File: src/rtl/awb_gain_calc.sv
// Gray-world AWB: per-frame RGB sums, serial restoring divide for R/B gains relative to G.
// Optional build macro AWB_SAT_EXCLUDE_EN drops lanes with any saturated component from the sums.
`timescale 1ns/1ps
module awb_gain_calc #(
   parameter int SUBPIXEL_WIDTH = 8,
   parameter int PIXEL_CNT      = 2,
   parameter int ACC_WIDTH      = 32
) (
   input  logic                                i_pclk,
   input  logic                                i_rst,
   input  logic                                i_enable,
   input  logic                                i_vs,
   input  logic                                i_de,
   input  logic                                i_valid,
   input  logic [SUBPIXEL_WIDTH*PIXEL_CNT-1:0] i_r,
   input  logic [SUBPIXEL_WIDTH*PIXEL_CNT-1:0] i_g,
   input  logic [SUBPIXEL_WIDTH*PIXEL_CNT-1:0] i_b,
   output logic [9:0]                          o_red_gain,
   output logic [9:0]                          o_green_gain,
   output logic [9:0]                          o_blue_gain,
   output logic                                o_gain_valid,
   output logic                                o_busy
);

   localparam int REM_W = ACC_WIDTH + 18;

   typedef enum logic [1:0] {IDLE, DIV_R, DIV_B, UPDATE} state_t;

   function automatic logic [ACC_WIDTH-1:0] sat_add(input logic [ACC_WIDTH-1:0] a,
                                                    input logic [ACC_WIDTH-1:0] b);
      logic [ACC_WIDTH:0] s;
      s = {1'b0, a} + {1'b0, b};
      return s[ACC_WIDTH] ? '1 : s[ACC_WIDTH-1:0];
   endfunction

   // Degenerate operands override the shifted-in quotient.
   function automatic logic [9:0] div_result(input logic [ACC_WIDTH-1:0] num_g,
                                             input logic [ACC_WIDTH-1:0] den,
                                             input logic [9:0]           quo);
      if (den == '0 || num_g == '0) return 10'd256;
      if ((REM_W'(num_g) << 8) >= (REM_W'(den) << 10)) return 10'd1023;
      return quo;
   endfunction

   state_t                state_q, state_d;
   logic [3:0]            cnt_q, cnt_d, idx;
   logic [REM_W-1:0]      rem_q, rem_d, rem_nx, den_sh;
   logic [ACC_WIDTH-1:0]  den_q, den_d;
   logic [9:0]            quo_q, quo_d, quo_nx, qr_q, qr_d;
   logic [ACC_WIDTH-1:0]  acc_r_q, acc_g_q, acc_b_q, acc_r_d, acc_g_d, acc_b_d;
   logic [ACC_WIDTH-1:0]  sum_r_q, sum_g_q, sum_b_q, sum_r_d, sum_g_d, sum_b_d;
   logic [ACC_WIDTH-1:0]  lsum_r, lsum_g, lsum_b;
   logic [SUBPIXEL_WIDTH-1:0] lr, lg, lb;
   logic                  keep, qual, frame_edge, take;
   logic                  vs_q, busy_q, valid_q, valid_d;
   logic [9:0]            red_q, red_d, blue_q, blue_d;

   assign qual       = i_de && i_valid;
   assign frame_edge = i_vs && !vs_q;

   always_comb begin
      lsum_r = '0;
      lsum_g = '0;
      lsum_b = '0;
      lr     = '0;
      lg     = '0;
      lb     = '0;
      keep   = 1'b1;
      for (int k = 0; k < PIXEL_CNT; k++) begin
         lr = i_r[k*SUBPIXEL_WIDTH +: SUBPIXEL_WIDTH];
         lg = i_g[k*SUBPIXEL_WIDTH +: SUBPIXEL_WIDTH];
         lb = i_b[k*SUBPIXEL_WIDTH +: SUBPIXEL_WIDTH];
`ifdef AWB_SAT_EXCLUDE_EN
         keep = ~(&lr | &lg | &lb);
`else
         keep = 1'b1;
`endif
         if (keep) begin
            lsum_r = lsum_r + ACC_WIDTH'(lr);
            lsum_g = lsum_g + ACC_WIDTH'(lg);
            lsum_b = lsum_b + ACC_WIDTH'(lb);
         end
      end
   end

   always_comb begin
      acc_r_d = acc_r_q;
      acc_g_d = acc_g_q;
      acc_b_d = acc_b_q;
      if (frame_edge) begin
         acc_r_d = qual ? lsum_r : '0;
         acc_g_d = qual ? lsum_g : '0;
         acc_b_d = qual ? lsum_b : '0;
      end else if (qual) begin
         acc_r_d = sat_add(acc_r_q, lsum_r);
         acc_g_d = sat_add(acc_g_q, lsum_g);
         acc_b_d = sat_add(acc_b_q, lsum_b);
      end
   end

   // One restoring step: quotient bit 9 - cnt.
   always_comb begin
      idx    = 4'd9 - cnt_q;
      den_sh = REM_W'(den_q) << idx;
      take   = rem_q >= den_sh;
      rem_nx = take ? rem_q - den_sh : rem_q;
      quo_nx = {quo_q[8:0], take};
   end

   always_comb begin
      state_d = state_q;
      cnt_d   = cnt_q;
      rem_d   = rem_q;
      den_d   = den_q;
      quo_d   = quo_q;
      qr_d    = qr_q;
      sum_r_d = sum_r_q;
      sum_g_d = sum_g_q;
      sum_b_d = sum_b_q;
      red_d   = red_q;
      blue_d  = blue_q;
      valid_d = 1'b0;
      case (state_q)
         IDLE: begin
            if (frame_edge && i_enable) begin
               sum_r_d = acc_r_q;
               sum_g_d = acc_g_q;
               sum_b_d = acc_b_q;
               rem_d   = REM_W'(acc_g_q) << 8;
               den_d   = acc_r_q;
               cnt_d   = '0;
               quo_d   = '0;
               state_d = DIV_R;
            end
         end
         DIV_R: begin
            rem_d = rem_nx;
            quo_d = quo_nx;
            cnt_d = cnt_q + 4'd1;
            if (cnt_q == 4'd9) begin
               qr_d    = div_result(sum_g_q, sum_r_q, quo_nx);
               rem_d   = REM_W'(sum_g_q) << 8;
               den_d   = sum_b_q;
               quo_d   = '0;
               cnt_d   = '0;
               state_d = DIV_B;
            end
         end
         DIV_B: begin
            rem_d = rem_nx;
            quo_d = quo_nx;
            cnt_d = cnt_q + 4'd1;
            if (cnt_q == 4'd9) begin
               quo_d   = div_result(sum_g_q, sum_b_q, quo_nx);
               cnt_d   = '0;
               state_d = UPDATE;
            end
         end
         UPDATE: begin
            red_d   = qr_q;
            blue_d  = quo_q;
            valid_d = 1'b1;
            state_d = IDLE;
         end
         default: state_d = IDLE;
      endcase
   end

   always_ff @(posedge i_pclk) begin
      if (i_rst) begin
         state_q <= IDLE;
         cnt_q   <= '0;
         rem_q   <= '0;
         den_q   <= '0;
         quo_q   <= '0;
         qr_q    <= '0;
         acc_r_q <= '0;
         acc_g_q <= '0;
         acc_b_q <= '0;
         sum_r_q <= '0;
         sum_g_q <= '0;
         sum_b_q <= '0;
         vs_q    <= 1'b0;
         busy_q  <= 1'b0;
         valid_q <= 1'b0;
         red_q   <= 10'd256;
         blue_q  <= 10'd256;
      end else begin
         state_q <= state_d;
         cnt_q   <= cnt_d;
         rem_q   <= rem_d;
         den_q   <= den_d;
         quo_q   <= quo_d;
         qr_q    <= qr_d;
         acc_r_q <= acc_r_d;
         acc_g_q <= acc_g_d;
         acc_b_q <= acc_b_d;
         sum_r_q <= sum_r_d;
         sum_g_q <= sum_g_d;
         sum_b_q <= sum_b_d;
         vs_q    <= i_vs;
         busy_q  <= (state_q != IDLE);
         valid_q <= valid_d;
         red_q   <= red_d;
         blue_q  <= blue_d;
      end
   end

   assign o_red_gain   = red_q;
   assign o_green_gain = 10'd256;
   assign o_blue_gain  = blue_q;
   assign o_gain_valid = valid_q;
   assign o_busy       = busy_q;

endmodule
File: config.mk
export PLATFORM = sky130hd
export DESIGN_NAME = awb_gain_calc
export DESIGN_NICKNAME = d
export VERILOG_FILES = /design/src/rtl/awb_gain_calc.sv
export SDC_FILE = /design/constraint.sdc
export NUM_CORES = 1
export LEC_CHECK = 0
export BUFFER_PORTS_ARGS = -buffer_cell sky130_fd_sc_hd__buf_2
export CORE_MARGIN = 3
export CORE_UTILIZATION = 25
export DETAILED_ROUTE_END_ITERATION = 8
export PLACE_DENSITY = 0.39
export SYNTH_ARGS = -nofsm -noshare
export SYNTH_HDL_FRONTEND = slang
export SYNTH_SLANG_ARGS = --single-unit
File: constraint.sdc
create_clock -name i_pclk -period 16.5 [get_ports i_pclk]
set_clock_uncertainty 0.05 [all_clocks]
set_input_delay 2.475 -clock i_pclk [delete_from_list [all_inputs] [get_ports i_pclk]]
set_output_delay 2.475 -clock i_pclk [all_outputs]
set_load 0.01 [all_outputs]
==> out/qor.csv, run 1 <==
stage,metric,value,unit
job,Max-Cap Viols,0,
cts,"Clk Latency, worst-skew pair",0.59,ns
layout,layout cell share with drive strength beyond 1,0.08584,
route,DR DRC count,0,
floorplan,Die X,299.8,µm
sta,Period minus WS final,6.459,ns
critical_path,CP Buf/Inv Count,4,
cts,post-CTS setup repair buffer count,0,
synth,post-synthesis simple-gate area fraction,0.1988,
sta,fin crit share,0.3914,
route,WL per Instance,20.94,µm
critical_path,CP dominant cell by count,o21ai_0,
synth,largest family of logic cells by synthesized area,compound AO/OA/AOI/OAI gates,
critical_path,r2r setup slk,10.04,ns
route,total wire length,82510,µm
floorplan,die height,299.8,µm
power_and_ir_drop,PwrDens,167.1,nW/µm²
run_status,outcome,completed,
route,vias post-DR,20620,
synth,"Seq/Total Area, Yosys",0.2997,
global_route,pin count of the biggest net entering global routing,132,
cts,clock transition at the registers of the reported paths,0.06,ns
floorplan,Initial Util,0.2526,
synth,ys async rst share,0,
critical_path,family with the most delay on the worst path,compound AO/OA/AOI/OAI gates,
sta,Max Fclk,154.8,MHz
synth,top_reg_cell synth,dfxtp_1,
critical_path,critical path depth,17,
cts,CTS tree,built,
power_and_ir_drop,leak pwr,9.211,nW
power_and_ir_drop,VDD IR max,0.1031,mV
critical_path,critical path arrival,6.84,ns
synth,post-synth cell types,79,
critical_path,critical path class,flip-flop to flip-flop,
critical_path,Worst path max stage delay,0.87,ns
hold_path,hold path endpoint,sum_r_q[31],
cts,H-tree depth,2,
synth,number of enable flip-flop cells after synthesis,0,
sta,Final TNS setup,0,ns
floorplan,I/O pin total,86,
floorplan,Die Footprint,89870,µm²
synth,Avg Synthesized Cell Area,7.783,µm²
synth,#FFs+latches synth,323,
route,initial DRC count,1443,
sta,"Slew Viols, Final",0,
synth,Compound-Gate Fraction of Synth Area,0.2469,
critical_path,path depth of the worst reg2reg path,17,
sta,RSZ-0062 raised after global routing,false,
critical_path,Worst R2R End,rem_q[28],
global_route,initial antenna violation count,1,
layout,antenna diode count,0,
global_route,global route overflow,0,
cts,Max Root-Sink Buffers,3,
global_route,first-pass GRT wire length,125600,µm
cts,clock sink count,323,
hold_path,hold-critical path depth,2,
place,"worst slack, placed",9.513,ns
layout,Area Growth Syn to Fin,13.34,%
sta,# setup viols final,0,
critical_path,CP startpoint kind,flip-flop,
critical_path,worst r2r src,cnt_q[1],
place,Port Buffer Count,75,
synth,Cells after Synth,2772,
route,vias per cell,5.234,
floorplan,core outline area,85410,µm²
cts,post-CTS sizing,0,
global_route,Tot GR Track Use,0.1792,
critical_path,crit end category,flip-flop,
global_route,vias in the first global route,20010,
synth,Post-Syn Area,21580,µm²
place,Detailed Place HPWL,62720,µm
cts,Num CTS Buffers,43,
synth,Post-Synth Adder-Cell Area,0.1033,
cts,Root Buffer Master,clkbuf_16,
critical_path,Worst Path Max Fanout,43,
synth,mux share of post-synthesis cell area,0.06315,
hold_path,Min-Delay Startpoint,sum_r_q[31],
critical_path,Crit path required time,16.88,ns
route,router iterations before antenna repair,5,
floorplan,Core Rows,107,
layout,final net count,2994,
synth,Post-Synth XOR/XNOR Area,0.03410,
place,GP Congestion,0.9108,
hold_path,Hold Path Class,flip-flop to flip-flop,
sta,"Hold Vio Cnt, Final",0,
cts,hold_buf cts,0,
sta,Slew @ Worst Pin,1.255,ns
route,Detail Route Antenna Nets,0,
critical_path,cell breakdown of the critical path,"buf_4, inv_1, ha_1, inv_2, mux2_2, o21ai_0, ha_1, a21oi_2, nand2_1, o21ai_0, o21ai_0, o31ai_2, nand2_1, buf_4, mux2_2, a221oi_1, nor4_1",
critical_path,CP max-delay cell,ha_1,
synth,Syn. warnings,0,
sta,Slew headroom,0.1586,
power_and_ir_drop,Power Total,0.004085,W
sta,Setup WS post-layout,10.04,ns
where the power goes:
group	internal [W]	leakage [nW]	switching [W]
registers	0.000845	2.61	0.0000820
clock network	0.000538	0.675	0.000395
logic	0.000755	5.92	0.00147
worst min-delay path, delay by kind of cell, from the launching register on:
family / cells / cell delay, ns
simple gates: 1 / 0.05
flops: 1 / 0.30
compound gates: 1 / 0.05
per-stage QoR:
stage	cell area (µm²)	std cells	hold WS, ns	util
after global placement	23060	3865	0.3889	0.2700
after detailed placement	23060	3865	0.3993	0.2700
after CTS	24450	3940	0.4080	0.2862
final	24450	3940	0.4078	0.2863
after global routing	24450	3940	0.4270	0.2863
after floorplan	21610	2780	0.3805	-
metal layers:
metal	GRT usage	wire, µm	share of wire	up-vias
met1	0.2504	39210	0.48	9903
li1	-	-	-	10070
met2	0.2928	37610	0.46	546
met4	0.04473	1934	0.023	2
met3	0.02173	3743	0.045	105
met5	0	12	0.00015	-
area by class of cell:
type                            instances  area [µm²]
Inverter                              131       491.7
Timing Repair Buffer                  108       641.9
Tap cell                             1144        1431
Fill cell                            9349       60960
Clock inverter                         17       163.9
Clock buffer                           58        1222
Multi-Input combinational cell       2159       14030
Sequential cell                       323        6469
cells in the final DEF (no fill, tap or decap), types with 16 or more instances in the layout:
cell       instances
nand2_1          382
dfxtp_1          321
a21oi_1          268
nor2_1           199
o21ai_0          192
ha_1             165
inv_1            130
nor3_1            85
mux2i_1           81
buf_2             74
xnor2_1           61
nand3_1           59
a21o_1            56
a211oi_1          54
and3_1            43
clkbuf_16         43
nor4_1            37
o21bai_1          36
nand4_1           34
buf_4             32
a22oi_1           30
a31oi_1           27
o31ai_1           23
xor2_1            21
a311oi_1          19
mux4_2            17
a221o_1           17
nand2b_1          16
cells by family (layout without fill, tap and decap cells):
| group | count (synthesis) | after routing |
|---|---|---|
| buffers and inverters | 298 | 314 |
| DFF | 323 | 323 |
| adders and majority gates | 174 | 174 |
| muxes | 113 | 113 |
| xor gates and xnor gates | 84 | 84 |
| other | 2 | 10 |
| and+or+nand+nor | 937 | 937 |
| AOI/OAI and AO/OA | 841 | 841 |
state kept, by name, indices dropped and copies added (netlist names), 2 cells and up:
| signal | flops |
|---|---|
| o_red_gain | 10 |
| qr_q | 10 |
| quo_q | 10 |
| acc_g_q | 32 |
| cnt_q | 4 |
| o_blue_gain | 10 |
| sum_g_q | 32 |
| acc_r_q | 32 |
| den_q | 32 |
| sum_r_q | 32 |
| acc_b_q | 32 |
| rem_q | 50 |
| state_q | 2 |
| sum_b_q | 32 |
synthesized netlist by cell type, types with 44 or more instances:
cell	number	area, µm²
ha_1	167	2090
xnor2_1	62	543.0
inv_1	130	488.0
nand3_1	60	300.3
a211oi_1	54	405.4
o21ai_0	192	960.9
nor3_1	85	425.4
a21oi_1	268	1341
nor2_1	201	754.5
nand2_1	382	1434
clkbuf_1	142	533.0
and3_1	44	275.3
mux2i_1	81	810.8
a21o_1	56	420.4
dfxtp_1	323	6466
how the worst max path moves through the flow:
stage | startpoint | to
after floorplan | i_g[0] | acc_g_q[25]
after global placement | i_r[1] | acc_r_q[17]
after detailed placement | i_r[0] | acc_r_q[17]
after CTS | cnt_q[1] | rem_q[28]
after global routing | cnt_q[1] | rem_q[28]
final | cnt_q[1] | rem_q[28]
Note: power is estimated with default switching activity, not from simulation.
==> run 2, diff against run 1 <==
Clock period 16.5 ns to 6.8 ns, I/O delays scaled along.
==> run 2 against run 1 <==
Effect of this change:
- worst hold slack barely moved
- fmax rose by 12%
- core utilization rose by 0.16 points
- sequential cell count did not move
- combinational power rose by 140%
- non-clock buffer count rose by 2
- critical path depth fell by 2
- design area rose by 0.57%
- setup slack got worse by 9.0 ns
- critical path type unchanged
- critical endpoint is now rem_q[30]
==> out/qor.csv, run 2 (synthesis results as in run 1) <==
stage,metric,value,unit,change
floorplan,Die Footprint,89870,µm²,unchanged
run_status,outcome,completed,,
route,DR DRC count,0,,unchanged
hold_path,Hold Path Class,flip-flop to flip-flop,,
place,GP Congestion,0.9002,,-1.2%
sta,Slew headroom,0.1244,,-0.03424
route,vias post-DR,20640,,+0.092%
layout,"commonest cells after routing, fill and taps aside","nand2_1 (382), dfxtp_1 (321), a21oi_1 (268), nor2_1 (199), o21ai_0 (192)",,
floorplan,die height,299.8,µm,unchanged
layout,# fillers,9341,,-0.086%
route,initial DRC count,1515,,+5.0%
route,router iterations before antenna repair,5,,unchanged
sta,# setup viols final,0,,unchanged
place,Detailed Place HPWL,62780,µm,+0.10%
layout,Finished Cell Area,24590,µm²,+0.57%
cts,"Clk Latency, worst-skew pair",0.60,ns,about the same
global_route,pin count of the biggest net entering global routing,100,,-24%
cts,post-CTS sizing,0,,unchanged
critical_path,CP startpoint kind,flip-flop,,
cts,hold_buf cts,0,,unchanged
layout,final net count,2995,,+0.033%
sta,RSZ-0062 raised after global routing,false,,
sta,Max Fclk,173.4,MHz,+12%
sta,fin crit share,0.8483,,+0.4568
floorplan,Initial Util,0.2526,,unchanged
layout,antenna diode count,0,,unchanged
critical_path,CP max-delay cell,dfxtp_2,,
route,total wire length,82560,µm,about the same
global_route,global route overflow,0,,unchanged
cts,post-CTS setup repair buffer count,0,,unchanged
sta,Final TNS setup,0,ns,unchanged
global_route,vias in the first global route,20020,,+0.075%
route,vias per cell,5.235,,about the same
critical_path,crit end category,flip-flop,,
global_route,first-pass GRT wire length,126200,µm,+0.46%
power_and_ir_drop,VDD IR max,0.3369,mV,+230%
cts,clock sink count,323,,unchanged
cts,Num CTS Buffers,42,,-2.3%
critical_path,critical path class,flip-flop to flip-flop,,
cts,Root Buffer Master,clkbuf_16,,
power_and_ir_drop,leak pwr,9.286,nW,+0.82%
route,WL per Instance,20.94,µm,about the same
cts,CTS tree,built,,
sta,Period minus WS final,5.768,ns,-0.6905 ns
global_route,Tot GR Track Use,0.1795,,+0.0002616
route,Detail Route Antenna Nets,0,,unchanged
sta,Hold WS,0.4076,ns,-0.0002000 ns
floorplan,I/O pin total,86,,unchanged
layout,Area Growth Syn to Fin,13.99,%,
critical_path,Worst path max stage delay,0.96,ns,+0.09 ns
sta,"Slew Viols, Final",0,,unchanged
critical_path,Worst Path Max Fanout,41,,-4.7%
sta,"Hold Vio Cnt, Final",0,,unchanged
power_and_ir_drop,PwrDens,411.8,nW/µm²,+150%
place,Area after DPL,23070,µm²,about the same
layout,largest reg by FF count,rem_q,,
cts,clock transition at the registers of the reported paths,0.06,ns,about the same
layout,max FFs per register,50,,unchanged
critical_path,cell breakdown of the critical path,"inv_1, a211oi_1, a21oi_1, mux2_2, o21ai_0, ha_1, nand4_1, or4_1, nor4_1, and3_1, nor3_1, and2_1, buf_4, or4_1, a211oi_1",,
critical_path,critical path arrival,6.22,ns,-0.62 ns
cts,Max Root-Sink Buffers,3,,unchanged
critical_path,Crit path required time,7.25,ns,-9.63 ns
layout,layout cell share with drive strength beyond 1,0.08610,,+0.0002653
floorplan,core outline area,85410,µm²,unchanged
floorplan,Core Rows,107,,unchanged
floorplan,Die X,299.8,µm,unchanged
place,Port Buffer Count,75,,unchanged
critical_path,family with the most delay on the worst path,simple AND/OR/NAND/NOR gates,,
cts,H-tree depth,2,,unchanged
job,Max-Cap Viols,0,,unchanged
sta,Slew @ Worst Pin,1.300,ns,+0.04519 ns
layout,"most common cell after layout, fill and taps aside",nand2_1,,
critical_path,CP Buf/Inv Count,2,,-2
global_route,initial antenna violation count,1,,unchanged
run 2: cell types whose count changed in the layout (fill, tap and decap cells not counted), sizes merged:
cell / previous run / this run
clkinv: 10 / 6
clkbuf: 58 / 62
bufinv: 1 / 5
buf: 108 / 110
clkinvlp: 4 / 1
run 2: final cells by class:
type                       count  area (µm²)  area share
clock buffer                  62        1257     0.05113
inverter                     131       491.7     0.01999
clock inverter                14       245.2    0.009971
timing repair buffer         110       660.6     0.02686
sequential                   323        6469      0.2630
tap                         1144        1431     0.05820
multi-input combinational   2159       14040      0.5708
run 2: final timing paths:
kind | from | to | slack (ns) | cells past startpoint
worst max register to register | cnt_q[0] | rem_q[30] | 1.03 | 15
worst min-delay path | sum_r_q[30] | sum_r_q[30] | 0.41 | 2
worst min register to register | sum_r_q[30] | sum_r_q[30] | 0.41 | 2
worst max-delay path | cnt_q[0] | rem_q[30] | 1.03 | 15
run 2: per-stage QoR:
| stage | utilization | power, W | setup WS, ns | instances |
|---|---|---|---|---|
| floorplan | - | 0.005938 | 1.540 | 2780 |
| global placement | 0.2701 | 0.007692 | 1.084 | 3866 |
| detailed placement | 0.2701 | 0.007640 | 0.9818 | 3866 |
| CTS | 0.2877 | 0.01015 | 0.9465 | 3942 |
| global route | 0.2879 | 0.01077 | 0.5293 | 3943 |
| finish | 0.2879 | 0.01013 | 1.032 | 3943 |
run 2: per-layer routing:
layer | part of all wire | up-vias | wire [µm] | track usage
met1 | 0.49 | 9997 | 40150 | 0.2537
met4 | 0.019 | 2 | 1598 | 0.04171
met2 | 0.46 | 484 | 37570 | 0.2924
met5 | 0.00024 | - | 20 | 0
met3 | 0.039 | 94 | 3218 | 0.01993
li1 | - | 10070 | - | -
run 2: worst reg2reg max path: cells and delay by family, from the launching register on:
family | cells | cell delay [ns]
compound gates | 4 | 1.09
fa+ha+maj | 1 | 0.37
buf+inv | 2 | 0.73
flops | 1 | 0.96
mux | 1 | 0.31
simple gates | 7 | 2.17
run 2: power breakdown:
part | total (W) | switching, W | internal, W
sequential | 0.00231 | 0.000256 | 0.00205
clock | 0.00244 | 0.000959 | 0.00148
combinational | 0.00538 | 0.00354 | 0.00184
total | 0.0101 | 0.00475 | 0.00538
